**src/rtl/teclado_pkg.sv**
```systemverilog
// Shared types and defaults for the keypad capture block.
// The state encoding is shared by the debounce FSM and the bench.
package teclado_pkg;

    localparam int KEY_WIDTH        = 5;
    localparam int DEBOUNCE_DEFAULT = 4;

    typedef enum logic [1:0] {
        REPOSO     = 2'd0,
        CANDIDATO  = 2'd1,
        PRESIONADA = 2'd2
    } estado_t;

endpackage

```
**src/rtl/teclado_fifo.sv**
```systemverilog
// Synchronous first-word-fall-through FIFO for debounced key codes.
// A push into a full FIFO is dropped unless a pop frees a slot on the same edge.
module teclado_fifo #(
    parameter int WIDTH = 5,
    parameter int DEPTH = 8
) (
    input  logic                       clk,
    input  logic                       reset,
    input  logic                       push_i,
    input  logic [WIDTH-1:0]           dato_i,
    input  logic                       pop_i,
    output logic [WIDTH-1:0]           dato_o,
    output logic                       vacio_o,
    output logic                       lleno_o,
    output logic [$clog2(DEPTH+1)-1:0] nivel_o,
    output logic                       desborde_o
);

    localparam int AW = $clog2(DEPTH);
    localparam int LW = $clog2(DEPTH+1);

    logic [WIDTH-1:0] mem_q [DEPTH];
    logic [AW-1:0]    wr_q;
    logic [AW-1:0]    rd_q;
    logic [LW-1:0]    nivel_q;
    logic             desborde_q;
    logic             do_pop;
    logic             do_push;

    assign vacio_o    = (nivel_q == '0);
    assign lleno_o    = (nivel_q == LW'(DEPTH));
    assign nivel_o    = nivel_q;
    assign desborde_o = desborde_q;
    assign dato_o     = mem_q[rd_q];

    assign do_pop  = pop_i & ~vacio_o;
    assign do_push = push_i & (~lleno_o | do_pop);

    always_ff @(posedge clk) begin
        if (reset) begin
            for (int i = 0; i < DEPTH; i++) begin
                mem_q[i] <= '0;
            end
            wr_q       <= '0;
            rd_q       <= '0;
            nivel_q    <= '0;
            desborde_q <= 1'b0;
        end else begin
            if (do_push) begin
                mem_q[wr_q] <= dato_i;
                wr_q        <= wr_q + AW'(1);
            end
            if (do_pop) begin
                rd_q <= rd_q + AW'(1);
            end
            if (do_push && !do_pop) begin
                nivel_q <= nivel_q + LW'(1);
            end else if (do_pop && !do_push) begin
                nivel_q <= nivel_q - LW'(1);
            end
            if (push_i && !do_push) begin
                desborde_q <= 1'b1;
            end
        end
    end

endmodule

```
**src/rtl/teclado_capturador.sv**
```systemverilog
// Keypad capture: debounces teclas/valido, detects presses with optional
// auto-repeat, and queues accepted codes in a FWFT FIFO.
module teclado_capturador
    import teclado_pkg::*;
#(
    parameter int WIDTH         = KEY_WIDTH,
    parameter int STABLE_CYCLES = DEBOUNCE_DEFAULT,
    parameter int DEPTH         = 8,
    parameter int REPEAT_CYCLES = 0
) (
    input  logic                       clk,
    input  logic                       reset,
    input  logic [WIDTH-1:0]           teclas,
    input  logic                       valido,
    input  logic                       leer,
    output logic [WIDTH-1:0]           dato,
    output logic                       vacio,
    output logic                       lleno,
    output logic [$clog2(DEPTH+1)-1:0] nivel,
    output logic                       desborde,
    output logic                       presionada
);

    localparam int CW = $clog2(STABLE_CYCLES+1);
    localparam int RW = $clog2(REPEAT_CYCLES+2);

    estado_t          st_q, st_d;
    logic [WIDTH-1:0] cand_q, cand_d;
    logic [CW-1:0]    cnt_q, cnt_d;
    logic [RW-1:0]    rep_q, rep_d;
    logic             push;

    // teclas is only looked at when valido is high, so X never enters cand
    always_comb begin
        st_d   = st_q;
        cand_d = cand_q;
        cnt_d  = cnt_q;
        rep_d  = rep_q;
        push   = 1'b0;
        unique case (st_q)
            REPOSO: begin
                if (valido) begin
                    cand_d = teclas;
                    cnt_d  = CW'(1);
                    st_d   = CANDIDATO;
                end
            end
            CANDIDATO: begin
                if (!valido) begin
                    st_d = REPOSO;
                end else if (teclas != cand_q) begin
                    cand_d = teclas;
                    cnt_d  = CW'(1);
                end else if (cnt_q == CW'(STABLE_CYCLES-1)) begin
                    push  = 1'b1;
                    rep_d = '0;
                    st_d  = PRESIONADA;
                end else begin
                    cnt_d = cnt_q + CW'(1);
                end
            end
            PRESIONADA: begin
                if (!valido) begin
                    st_d = REPOSO;
                end else if (teclas != cand_q) begin
                    cand_d = teclas;
                    cnt_d  = CW'(1);
                    st_d   = CANDIDATO;
                end else if (REPEAT_CYCLES > 0) begin
                    if (rep_q == RW'(REPEAT_CYCLES-1)) begin
                        push  = 1'b1;
                        rep_d = '0;
                    end else begin
                        rep_d = rep_q + RW'(1);
                    end
                end
            end
            default: st_d = REPOSO;
        endcase
    end

    always_ff @(posedge clk) begin
        if (reset) begin
            st_q   <= REPOSO;
            cand_q <= '0;
            cnt_q  <= '0;
            rep_q  <= '0;
        end else begin
            st_q   <= st_d;
            cand_q <= cand_d;
            cnt_q  <= cnt_d;
            rep_q  <= rep_d;
        end
    end

    assign presionada = (st_q == PRESIONADA);

    teclado_fifo #(
        .WIDTH (WIDTH),
        .DEPTH (DEPTH)
    ) u_fifo (
        .clk        (clk),
        .reset      (reset),
        .push_i     (push),
        .dato_i     (cand_q),
        .pop_i      (leer),
        .dato_o     (dato),
        .vacio_o    (vacio),
        .lleno_o    (lleno),
        .nivel_o    (nivel),
        .desborde_o (desborde)
    );

endmodule

```
**config.mk**
```make
export PLATFORM = sky130hd
export DESIGN_NAME = teclado_capturador
export DESIGN_NICKNAME = d
export VERILOG_FILES = /design/src/rtl/teclado_pkg.sv /design/src/rtl/teclado_fifo.sv /design/src/rtl/teclado_capturador.sv
export SDC_FILE = /design/constraint.sdc
export NUM_CORES = 1
export LEC_CHECK = 0
export BUFFER_PORTS_ARGS = -buffer_cell sky130_fd_sc_hd__buf_2
export CAP_MARGIN = 20
export CORE_UTILIZATION = 25
export CTS_CLUSTER_DIAMETER = 120
export DETAILED_ROUTE_END_ITERATION = 12
export PLACE_DENSITY = 0.52
export REMOVE_ABC_BUFFERS = 1
export SLEW_MARGIN = 20
export SYNTH_ARGS = -nofsm -noshare
export SYNTH_HDL_FRONTEND = slang
export SYNTH_HIERARCHICAL = 1
export SYNTH_SLANG_ARGS = --single-unit
```
**constraint.sdc**
```tcl
create_clock -name clk -period 3.7 [get_ports clk]
set_input_delay 0.555 -clock clk [delete_from_list [all_inputs] [get_ports clk]]
set_output_delay 0.555 -clock clk [all_outputs]
set_load 0.02 [all_outputs]
```
==> impl_metrics.env <==
export IMPL_outcome="completed"
export IMPL_ir_drop_mv=0.196
export IMPL_grt_first_pass_wirelength_um=10300
export IMPL_min_path_type="reg2reg"
export IMPL_hpwl_um=4420
export IMPL_yosysWarnings=6
export IMPL_setup_viol=0
export IMPL_cts_sinks=64
export IMPL_start_kind="flip-flop"
export IMPL_io_pins=22
export IMPL_rsz0062_at_grt="no"
export IMPL_crit_top_cell="ha_1"
export IMPL_drc=0
export IMPL_ys_seq_area_frac=0.548
export IMPL_crit_path_max_incr_delay_ns=0.35
export IMPL_first_global_vias=1942
export IMPL_required_ns=3.91
export IMPL_antenna_found_initial=0
export IMPL_clock_power_share=0.404
export IMPL_worstMarginPinSlew_ns=0.708
export IMPL_startpoint="cand_q[4]$_SDFFE_PP0P_"
export IMPL_synth_async_reset_ratio=0
export IMPL_clk_pin_slew_ns=0.05
export IMPL_fp_coreArea_sq_um=12000
export IMPL_path_delay_family="simple AND/OR/NAND/NOR gates"
export IMPL_gp_congestion=0.788
export IMPL_holdBufCountCts=0
export IMPL_synth_cells=258
export IMPL_root_buffer="clkbuf_16"
export IMPL_min_period_ns=2.95
export IMPL_powerDensity_nw_per_um2=562
export IMPL_cts_resized=0
export IMPL_track_usage=0.109
export IMPL_num_vias=1993
export IMPL_dieArea_sq_um=12700
export IMPL_finalPower_uw=2030
export IMPL_p_seq_frac=0.429
export IMPL_critPathBufInv=1
export IMPL_cts_path_max_buffers=2
export IMPL_crit_slowest_cell="mux2_2"
export IMPL_path_max_fanout=5
export IMPL_finalHoldViolCount=0
export IMPL_cts_tree="built"
export IMPL_die_height_um=113
export IMPL_finalSetupTns_ns=0
export IMPL_synth_top_flop_cell="edfxtp_1"
export IMPL_drtIter0Drc=166
export IMPL_skew_ns=0.00530
export IMPL_crit_type="reg2reg"
export IMPL_htree_num_levels=3
export IMPL_antenna_cells=0
export IMPL_wl_per_cell_um=14.8
export IMPL_ant_nets=0
export IMPL_grt_max_degree=37
export IMPL_rows=40
export IMPL_p_sw_frac=0.260
export IMPL_period_share=0.796
export IMPL_port_buffers=21
export IMPL_combPwrFrac=0.167
export IMPL_post_route_util=0.301
export IMPL_drive_above_1_share=0.220
export IMPL_drv_slew=0
export IMPL_die_w_um=113
export IMPL_critPathCaptureType="flip-flop"
export IMPL_dr_pass1_iters=4
export IMPL_cp_arrival_ns=3.16
export IMPL_synth_area_per_cell_sq_um=11.9
export IMPL_fmax_mhz=340
export IMPL_worstPathCellList="xor2_1, nor2_1, and2_1, and3_1, o21a_1, ha_1, inv_1, ha_1, a21oi_1, a211oi_1, a31oi_1, mux2_2"
export IMPL_p_sw_uw=529
export IMPL_synth_area_leader_cell="edfxtp_1"
export IMPL_clock_latency_ns=0.32
export IMPL_synth_seq_cells=64
export IMPL_syn_area_sq_um=3070
export IMPL_r2r_setup_slack_ns=0.75
export IMPL_slew_headroom=0.528
export IMPL_yosysTopAreaCellShare=0.391
export IMPL_hold_path_startpoint="cnt_q[2]$_SDFFE_PP0P_"
export IMPL_reg2reg_from="cand_q[4]$_SDFFE_PP0P_"
export IMPL_p_int_uw=1500
export IMPL_syn2layout_area_growth_pct=17.8
export IMPL_layout_commonest_cell="nor2_1"
export IMPL_synth_area_leaders="edfxtp_1 (39%), dfxtp_1 (16%), nor2_1 (8.9%)"
export IMPL_mostFrequentLayoutCells="nor2_1 (73), edfxtp_1 (40), dfxtp_1 (24)"
export IMPL_cap_viol_max_count=0
export IMPL_numCtsBuffers=9
export IMPL_start_util=0.256
export IMPL_final_nets=303
export IMPL_grt_overflow=0
export IMPL_post_cts_buffers=0
export IMPL_avgViaCountPerCell=4.59
export IMPL_synthDistinctLibCells=40
export IMPL_synth_edff_count=40
export IMPL_power_leakage_uw=0.00136
export IMPL_wl_um=6410
## sequential cells by signal, indices dropped and copies added (netlist names), named ones only
signal             count
u_fifo/rd_q            3
u_fifo/nivel_o         4
cnt_q                  3
u_fifo/mem_q          40
st_q                   2
u_fifo/wr_q            3
cand_q                 5
u_fifo/desborde_o      1
## kinds of logic (layout without fill, tap and decap cells)
kind of cell / Yosys count / count (layout) / synth area share
mux: 26 / 26 / 0.128
simple gates: 103 / 103 / 0.147
fa+ha+maj: 12 / 12 / 0.0513
buf+inv: 16 / 45 / 0.0212
xor+xnor: 11 / 11 / 0.0314
compound gates: 26 / 26 / 0.0734
flops: 64 / 64 / 0.548
## worst paths after layout
check / end / cells past startpoint
setup reg to reg: u_fifo/nivel_o[3]$_SDFFE_PP0P_ / 12
hold reg to reg: cnt_q[2]$_SDFFE_PP0P_ / 1
setup / recovery: u_fifo/nivel_o[3]$_SDFFE_PP0P_ / 12
hold / removal: cnt_q[2]$_SDFFE_PP0P_ / 1
## per-stage QoR
| step | instance area (sq um) | hold slack, ns | std cells | setup WS (ns) |
|---|---|---|---|---|
| 6_report | 3620 | 0.455 | 434 | 0.755 |
| 5_1_grt | 3620 | 0.489 | 434 | 0.562 |
| 4_1_cts | 3620 | 0.457 | 434 | 0.741 |
| 3_5_place_dp | 3330 | 0.445 | 418 | 0.444 |
| 3_3_place_gp | 3330 | 0.440 | 418 | 0.536 |
| 2_1_floorplan | 3030 | 0.426 | 249 | 0.468 |
## Yosys cell counts, types with 2 or more instances
master	instances
dfxtp_1	24
nor2b_1	6
clkbuf_1	6
nand2_1	9
edfxtp_1	40
a31oi_1	3
a31o_2	4
a21oi_1	4
mux2_2	6
xnor2_1	3
inv_1	7
mux2i_1	9
nand4_1	2
nand3_1	3
o31ai_1	2
mux4_2	10
nor2_1	73
nor3_1	2
ha_1	11
xor2_1	8
a21o_1	5
nand2_2	3
## power by group through the flow
stage / clock, uW / combinational (uW) / sequential (uW)
after global placement: 0 / 338 / 887
after CTS: 840 / 345 / 876
after floorplan: 0 / 247 / 880
after detailed placement: 0 / 343 / 890
after global routing: 871 / 371 / 883
final: 820 / 340 / 872
## worst register-to-register path, stage by stage, from the launching register on
cell and delay, ns:
dfxtp_1 0.34, xor2_1 0.17, nor2_1 0.34, and2_1 0.24, and3_1 0.21, o21a_1 0.17
ha_1 0.17, inv_1 0.09, ha_1 0.33, a21oi_1 0.18, a211oi_1 0.09, a31oi_1 0.17
mux2_2 0.35
## routing by layer
metal,GRT usage,part of all wire
met5,0,0
met4,0.0409,0.014
met3,0.0396,0.047
met2,0.170,0.46
met1,0.139,0.48
## layout make-up
cell class	count	area [sq um]
multi-input cells	178	1320
clock buffers	11	243
repair buffers	22	113
fillers	1241	8390
clock inverters	5	47.5
well taps	147	184
flip-flops and latches	64	1680
inverters	7	26.3
(Power assumes the default switching activity.)
